File: config.mk
export PLATFORM = sky130hd
export DESIGN_NAME = floo_vc_input_buffer
export DESIGN_NICKNAME = d
export VERILOG_FILES = /design/src/rtl/floo_vc_input_buffer.sv
export SDC_FILE = /design/constraint.sdc
export NUM_CORES = 1
export LEC_CHECK = 0
export BUFFER_PORTS_ARGS = -buffer_cell sky130_fd_sc_hd__buf_2
export CAP_MARGIN = 20
export CORE_ASPECT_RATIO = 0.9
export CORE_MARGIN = 2
export CORE_UTILIZATION = 35
export DETAILED_ROUTE_END_ITERATION = 8
export GPL_TIMING_DRIVEN = 0
export MAX_ROUTING_LAYER = met4
export SLEW_MARGIN = 40
export SYNTH_ARGS = -nofsm -noshare
export SYNTH_HDL_FRONTEND = slang
export SYNTH_SLANG_ARGS = --single-unit
File: constraint.sdc
create_clock -name clk_i -period 1.85 [get_ports clk_i]
set_input_delay 0.185 -clock clk_i [delete_from_list [all_inputs] [get_ports clk_i]]
set_output_delay 0.185 -clock clk_i [all_outputs]
set_load 0.05 [all_outputs]
File: src/rtl/floo_vc_input_buffer.sv
// Per-VC input buffer: one FIFO per virtual channel behind a shared flit bus.
// Ports:
//   clk_i, rst_i (sync, active-high)
//   valid_i/ready_o/data_i : upstream bus, per-VC handshake
//   valid_o/ready_i/data_o : per-VC head flit, first-word fall-through
//   fill_o : per-VC occupancy; hwm_o : per-VC high-water mark
// Optional: FLOO_VC_INPUT_BUFFER_HWM_EN enables hwm_o, else hwm_o is 0.
module floo_vc_input_buffer #(
  parameter int unsigned NumVirtChannels = 2,
  parameter int unsigned Depth = 4,
  parameter type flit_t = logic,
  parameter int unsigned CntWidth = $clog2(Depth + 1)
) (
  input  logic clk_i,
  input  logic rst_i,
  input  logic [NumVirtChannels-1:0] valid_i,
  output logic [NumVirtChannels-1:0] ready_o,
  input  flit_t data_i,
  output logic [NumVirtChannels-1:0] valid_o,
  input  logic [NumVirtChannels-1:0] ready_i,
  output flit_t [NumVirtChannels-1:0] data_o,
  output logic [NumVirtChannels-1:0][CntWidth-1:0] fill_o,
  output logic [NumVirtChannels-1:0][CntWidth-1:0] hwm_o
);

  localparam int unsigned PtrWidth =
    (Depth > 1) ? $clog2(Depth) : 1;

  typedef logic [PtrWidth-1:0] ptr_t;
  typedef logic [CntWidth-1:0] cnt_t;

  localparam cnt_t DepthCnt = cnt_t'(Depth);
  localparam ptr_t LastPtr = ptr_t'(Depth - 1);

  flit_t [Depth-1:0] mem_q [NumVirtChannels];
  ptr_t [NumVirtChannels-1:0] wptr_q;
  ptr_t [NumVirtChannels-1:0] rptr_q;
  cnt_t [NumVirtChannels-1:0] cnt_q;
  cnt_t [NumVirtChannels-1:0] cnt_d;
  logic [NumVirtChannels-1:0] push;
  logic [NumVirtChannels-1:0] pop;

  // Depth need not be a power of two, so wrap explicitly.
  function automatic ptr_t nxt(input ptr_t p);
    return (p == LastPtr) ? '0 : p + ptr_t'(1);
  endfunction

  // ready_o looks only at local state: no ready_i -> ready_o path,
  // and a full FIFO refuses even when it is popped this cycle.
  always_comb begin
    ready_o = '0;
    valid_o = '0;
    push = '0;
    pop = '0;
    cnt_d = cnt_q;
    data_o = '0;
    for (int v = 0; v < NumVirtChannels; v++) begin
      ready_o[v] = !rst_i && (cnt_q[v] != DepthCnt);
      valid_o[v] = !rst_i && (cnt_q[v] != '0);
      data_o[v] = mem_q[v][rptr_q[v]];
      push[v] = valid_i[v] && ready_o[v];
      pop[v] = valid_o[v] && ready_i[v];
      unique case (1'b1)
        push[v] && !pop[v]: cnt_d[v] = cnt_q[v] + cnt_t'(1);
        pop[v] && !push[v]: cnt_d[v] = cnt_q[v] - cnt_t'(1);
        default: cnt_d[v] = cnt_q[v];
      endcase
    end
  end

  always_ff @(posedge clk_i) begin
    if (rst_i) begin
      wptr_q <= '0;
      rptr_q <= '0;
      cnt_q <= '0;
    end else begin
      for (int v = 0; v < NumVirtChannels; v++) begin
        if (push[v]) wptr_q[v] <= nxt(wptr_q[v]);
        if (pop[v]) rptr_q[v] <= nxt(rptr_q[v]);
      end
      cnt_q <= cnt_d;
    end
  end

  // Storage is not reset; stale entries are unreachable once counts clear.
  always_ff @(posedge clk_i) begin
    for (int v = 0; v < NumVirtChannels; v++) begin
      if (push[v]) mem_q[v][wptr_q[v]] <= data_i;
    end
  end

  assign fill_o = cnt_q;

`ifdef FLOO_VC_INPUT_BUFFER_HWM_EN
  cnt_t [NumVirtChannels-1:0] hwm_q;

  // Tracks the registered count, so it trails fill_o by one cycle.
  always_ff @(posedge clk_i) begin
    if (rst_i) begin
      hwm_q <= '0;
    end else begin
      for (int v = 0; v < NumVirtChannels; v++) begin
        if (cnt_q[v] > hwm_q[v]) hwm_q[v] <= cnt_q[v];
      end
    end
  end

  assign hwm_o = hwm_q;
`else
  assign hwm_o = '0;
`endif

`ifndef SYNTHESIS
  a_one_push: assert property (
    @(posedge clk_i) disable iff (rst_i)
    $onehot0(valid_i & ready_o)
  );
`endif

endmodule
After elaboration in Yosys (flattened, before gate mapping) --
Memory sizes are Yosys's and may differ from the RTL's. Index checks and enable logic that the tools add are counted.
Word-level totals: register bits after elaboration 14, memories 1, output and inout bits 18, memory bits (writable) 8
Cells by class: reductions and logical operators 23, add/sub/neg operators 8, multiplexer cells 18, magnitude comparators 6, eq/ne operators 6
Memories:
- mem_q | words 2, width 4, rd ports 2, clocked after memory_dff 0, write ports 2, RTL line 35 | flit_t [Depth-1:0] mem_q [NumVirtChannels];
Operators by type and width (count):
- $logic_and 1x1->1 | 14
- $lt 2x3->1 const B | 4
- $pmux 3 s2 | 2
- $add 2x1->2 const B | 4
- $eq 2x2->1 const B | 4
- $mux 2 | 4
- $mux 4 | 2
- $add 3x1->3 const B | 2
- $mux 1 | 6
- $ne 3x3->1 const B | 2
- $reduce_bool 3->1 | 2
- $sub 3x1->3 const B | 2
- $logic_not 1->1 | 5
- $bmux 1 s2 | 2
- $demux 1 s2 | 2
- $ge 2x1->1 const B | 2
- $reduce_bool 2->1 | 2

Longest topological paths before layout --
depth after elaboration 6, mapped depth 10

Worst setup path after synthesis --
OpenSTA, ideal clock, no wires.
path kind flip-flop to flip-flop, start point register cnt_q, in the netlist fill_o[2], end point register cnt_q, in the netlist fill_o[2], slack -0.523 ns, period minus slack after synthesis 2.373 ns, stages on the path, launching flop included 10, arrival time 2.303 ns, setup time 0.070 ns, cell sequence dfxtp_1 -> nor3b_2 -> nor3b_4 -> inv_1 -> ha_1 -> inv_1 -> fa_1 -> xor2_1 -> or3_1 -> a21oi_1
On the way: word-level cells in the longest chain between the ends 6, elaborated cells between the ends (all ways) 14, those cells by class add/sub: 2; eq/ne: 1; mux: 1; reduce/logical: 10
Ends and longest elaborated chain:
- from (decl) | RTL line 38 | cnt_t [NumVirtChannels-1:0] cnt_q;
- from (signal assigned) | RTL line 81 | cnt_q <= cnt_d;
- $ne 3x3->1 / $reduce_bool 3->1 (equally long branches) | RTL line 58, 59
- $logic_and 1x1->1, on equally long branches | RTL line 58, 59
- $logic_and 1x1->1, on equally long branches | RTL line 61, 62
- $logic_not 1->1, on equally long branches | RTL line 65, 64
- $logic_and 1x1->1, on equally long branches | RTL line 65, 64
- $pmux 3 s2 / $reduce_bool 2->1 (equally long branches)
Parallel ways exist; a longest one is shown, timed or not. A chain may end at the register's enable or synchronous reset.

Worst setup path in the final report --
start point register cnt_q, in the netlist fill_o[3], end point register cnt_q, in the netlist fill_o[5]
Same word-level chain as after synthesis.

==> results.md <==
* Status: complete, but fails checks
* Failing checks: negative setup slack
* EDFF count, synth at 8
* Initial Utilization at 35.9%
* Final setup skew at 0.422 ps
* Setup TNS at -243 ps
* Fmax at 0.514 GHz
* # diodes at 0
* Synth top area share at 21.4%
* Vias in the first global route at 861
* Final wirelength at 2490 um
* Core ar. at 3650 um^2
* Met2 wire length at 1360 um
* Nets at 190
* Pleak at 0.790 nW
* Seq/Total Area, Yosys at 39.7%
* Fillers at 334
* Setup-failing EPs final at 3
* Max_cap viols at 0
* Synth Area in Compound Gates at 4.00%
* Max-slew violations at 0
* IO Port Bufs at 18
* VDD IR-drop max at 0.510 mV
* Area growth syn-to-layout at 33.7%
* Dpl cells at 191
* Min-Delay Path Class: input port to register
* Avg WL per Cell at 11.7 um
* Post-Syn Instances at 122
* Detailed-route DRC error count at 0
* Crit-path max FO at 4
* Vias at 938
* DRT Pass-1 Iters at 4
* CTS tree: yes
* Pre-CTS WS at -161 ps
* Total grt overflow at 0
* Worst-case clock buffer depth at 2
* Root buf cell: clkbuf_8
* NetSw at 488 uW
* Placer Congestion at 0.690
* Wl on met1 at 1020 um
* Die area at 4260 um^2
* Synth Area in XOR/XNOR at 2.67%
* Ys flop type: dfxtp_1
* Seq pwr share at 42.8%
* Largest family of logic cells by synthesized area: simple AND/OR/NAND/NOR gates
* Final hold vios at 0
* Synth Area in Adders at 14.5%
* Highest Signal Layer: met4
* Tot GR Track Use at 13.6%
* Asr flop ratio synth at 0%
* DR vias/cell at 4.40
* Pwr Density at 793 nW/um^2
* H-Tree Depth at 1
* Die X at 68.6 um
* Unique masters post-synth at 28
* Placed Area at 1520 um^2
* CP Class: register to register
* Syn_area_per_cell at 10.8 um^2
* Multiplexer share of the synthesized area at 9.72%
* Synth area leaders: dfxtp_1 21%, edfxtp_1 18%, ha_1 11%
* Ys Warns at 0
* Cell taking the most area after synthesis: dfxtp_1
* Final setup margin at -94.1 ps
* Clock power frac at 20.5%
* Net Sw Frac at 35.0%
* # IOs at 25
* Die Y at 62.1 um
* FP Rows at 21
* Dpl hpwl at 1790 um
* Hold-fix buffers at CTS at 0
* Largest net degree at the start of global routing at 12
* Simple-Gate Fraction of Synth Area at 20.2%
* End-of-flow core utilization at 48.1%
* Layout cell share with drive strength beyond 1 at 50.9%
* Non-Filler Cell Area, Final at 1760 um^2
* Worst path required time at 2030 ps
* Internal at 904 uW
* Routed met3 length at 95 um
* RSZ-0062 raised after global routing: true
* Antenna-violating nets left at 0
* Post-synth top cells: 17 x nor2_1, 15 x inv_1, 14 x dfxtp_1
* Yosys reg bits at 22
* Mapped cell area at 1310 um^2
* Clock-pin slew on the worst setup and hold paths at 70 ps
* Crit path DAT at 2130 ps
* Period utilisation layout at 105%
* Critical Path Source Type: register
* Setup crit end kind: register
* Sink Count at 22
* Most frequent cell after synthesis: nor2_1
* Skew-Pair Late Insertion Delay at 250 ps
* Logic pwr share at 36.7%
* Starting DRC count in detailed routing at 24
* Antenna violations before repair at 0
* First-pass GRT wire length at 4000 um
* Number of cells in the finished layout apart from fillers at 213
* Number of buffers created by CTS at 3
* Tmin final at 1940 ps
critical path: stages, from the launching register on:
cell and delay, ps:
dfxtp_4 360, nor3b_4 250, nor3b_4 70, inv_1 60, ha_2 170, inv_2 40, fa_2 330, xor2_1 160
or3_1 310, a21oi_1 120
registers in the layout, indices dropped and copies added (netlist names):
register and count:
mem_q 8, fill_o 6, rptr_q 4, wptr_q 4
stage by stage:
step	hold WS [ps]	total power, mW
2_1_floorplan	284	0.940
3_5_place_dp	487	1.03
3_3_place_gp	464	1.01
6_report	215	1.39
4_1_cts	217	1.37
5_1_grt	225	1.49
power groups by stage:
stage / registers, mW / clock network, mW / logic, mW
floorplan: 0.650 / 0 / 0.290
global placement: 0.607 / 0 / 0.402
detailed placement: 0.611 / 0 / 0.420
CTS: 0.597 / 0.302 / 0.468
global route: 0.604 / 0.322 / 0.560
finish: 0.595 / 0.285 / 0.511
path summary, 6_finish.rpt:
check                               from                endpoint  slack (ps)  cells after the start
setup / recovery  fill_o[3]$_SDFFE_PP0P_  fill_o[5]$_SDFFE_PP0P_         -90                      9
setup reg to reg  fill_o[3]$_SDFFE_PP0P_  fill_o[5]$_SDFFE_PP0P_         -90                      9
hold / removal                    data_i   mem_q[0][0]$_DFFE_PP_         210                      1
hold reg to reg   fill_o[5]$_SDFFE_PP0P_  fill_o[5]$_SDFFE_PP0P_         530                      2
routing by layer:
metal,global-route usage (%),vias up
met1,15.0,446
li1,-,479
met2,23.9,11
met4,2.57,0
met5,-,-
met3,4.50,2
cells in the final DEF, fill, tap and decap left out, types with 4 or more instances in the layout:
cell type and count:
buf_4 24, buf_2 19, nor2_1 15, inv_1 13, ha_1 10, edfxtp_1 8, dfxtp_1 8, conb_1 6
dfxtp_4 6, nor3b_4 5, and2_2 4, and2_1 4, xor2_1 4, mux2_4 4
cells by family (layout without fill, tap and decap cells):
group                      after synthesis  after routing
AOI/OAI and AO/OA                        9              9
DFF                                     22             22
adders and majority gates               14             14
xor gates and xnor gates                 4              4
other                                    1              6
muxes                                    8              8
buffers and inverters                   23             63
and+or+nand+nor                         41             41
cell type report:
class,instances,area (um^2),area share [%]
clock buffers,3,41.3,2.35
flip-flops and latches,22,543,30.9
repair buffers,37,236,13.5
inverters,15,56.3,3.21
plain buffers,8,61.3,3.49
well taps,46,57.6,3.28
multi-input cells,82,759,43.3
timing repair:
| action | in CTS | in global routing |
|---|---|---|
| pin swaps | 6 | 8 |
| endpoints found under the setup margin | 4 | 5 |
| gates resized for setup | 3 | 9 |
| buffers inserted | 15 | 5 |
Note: power is estimated with default switching activity, not from simulation.
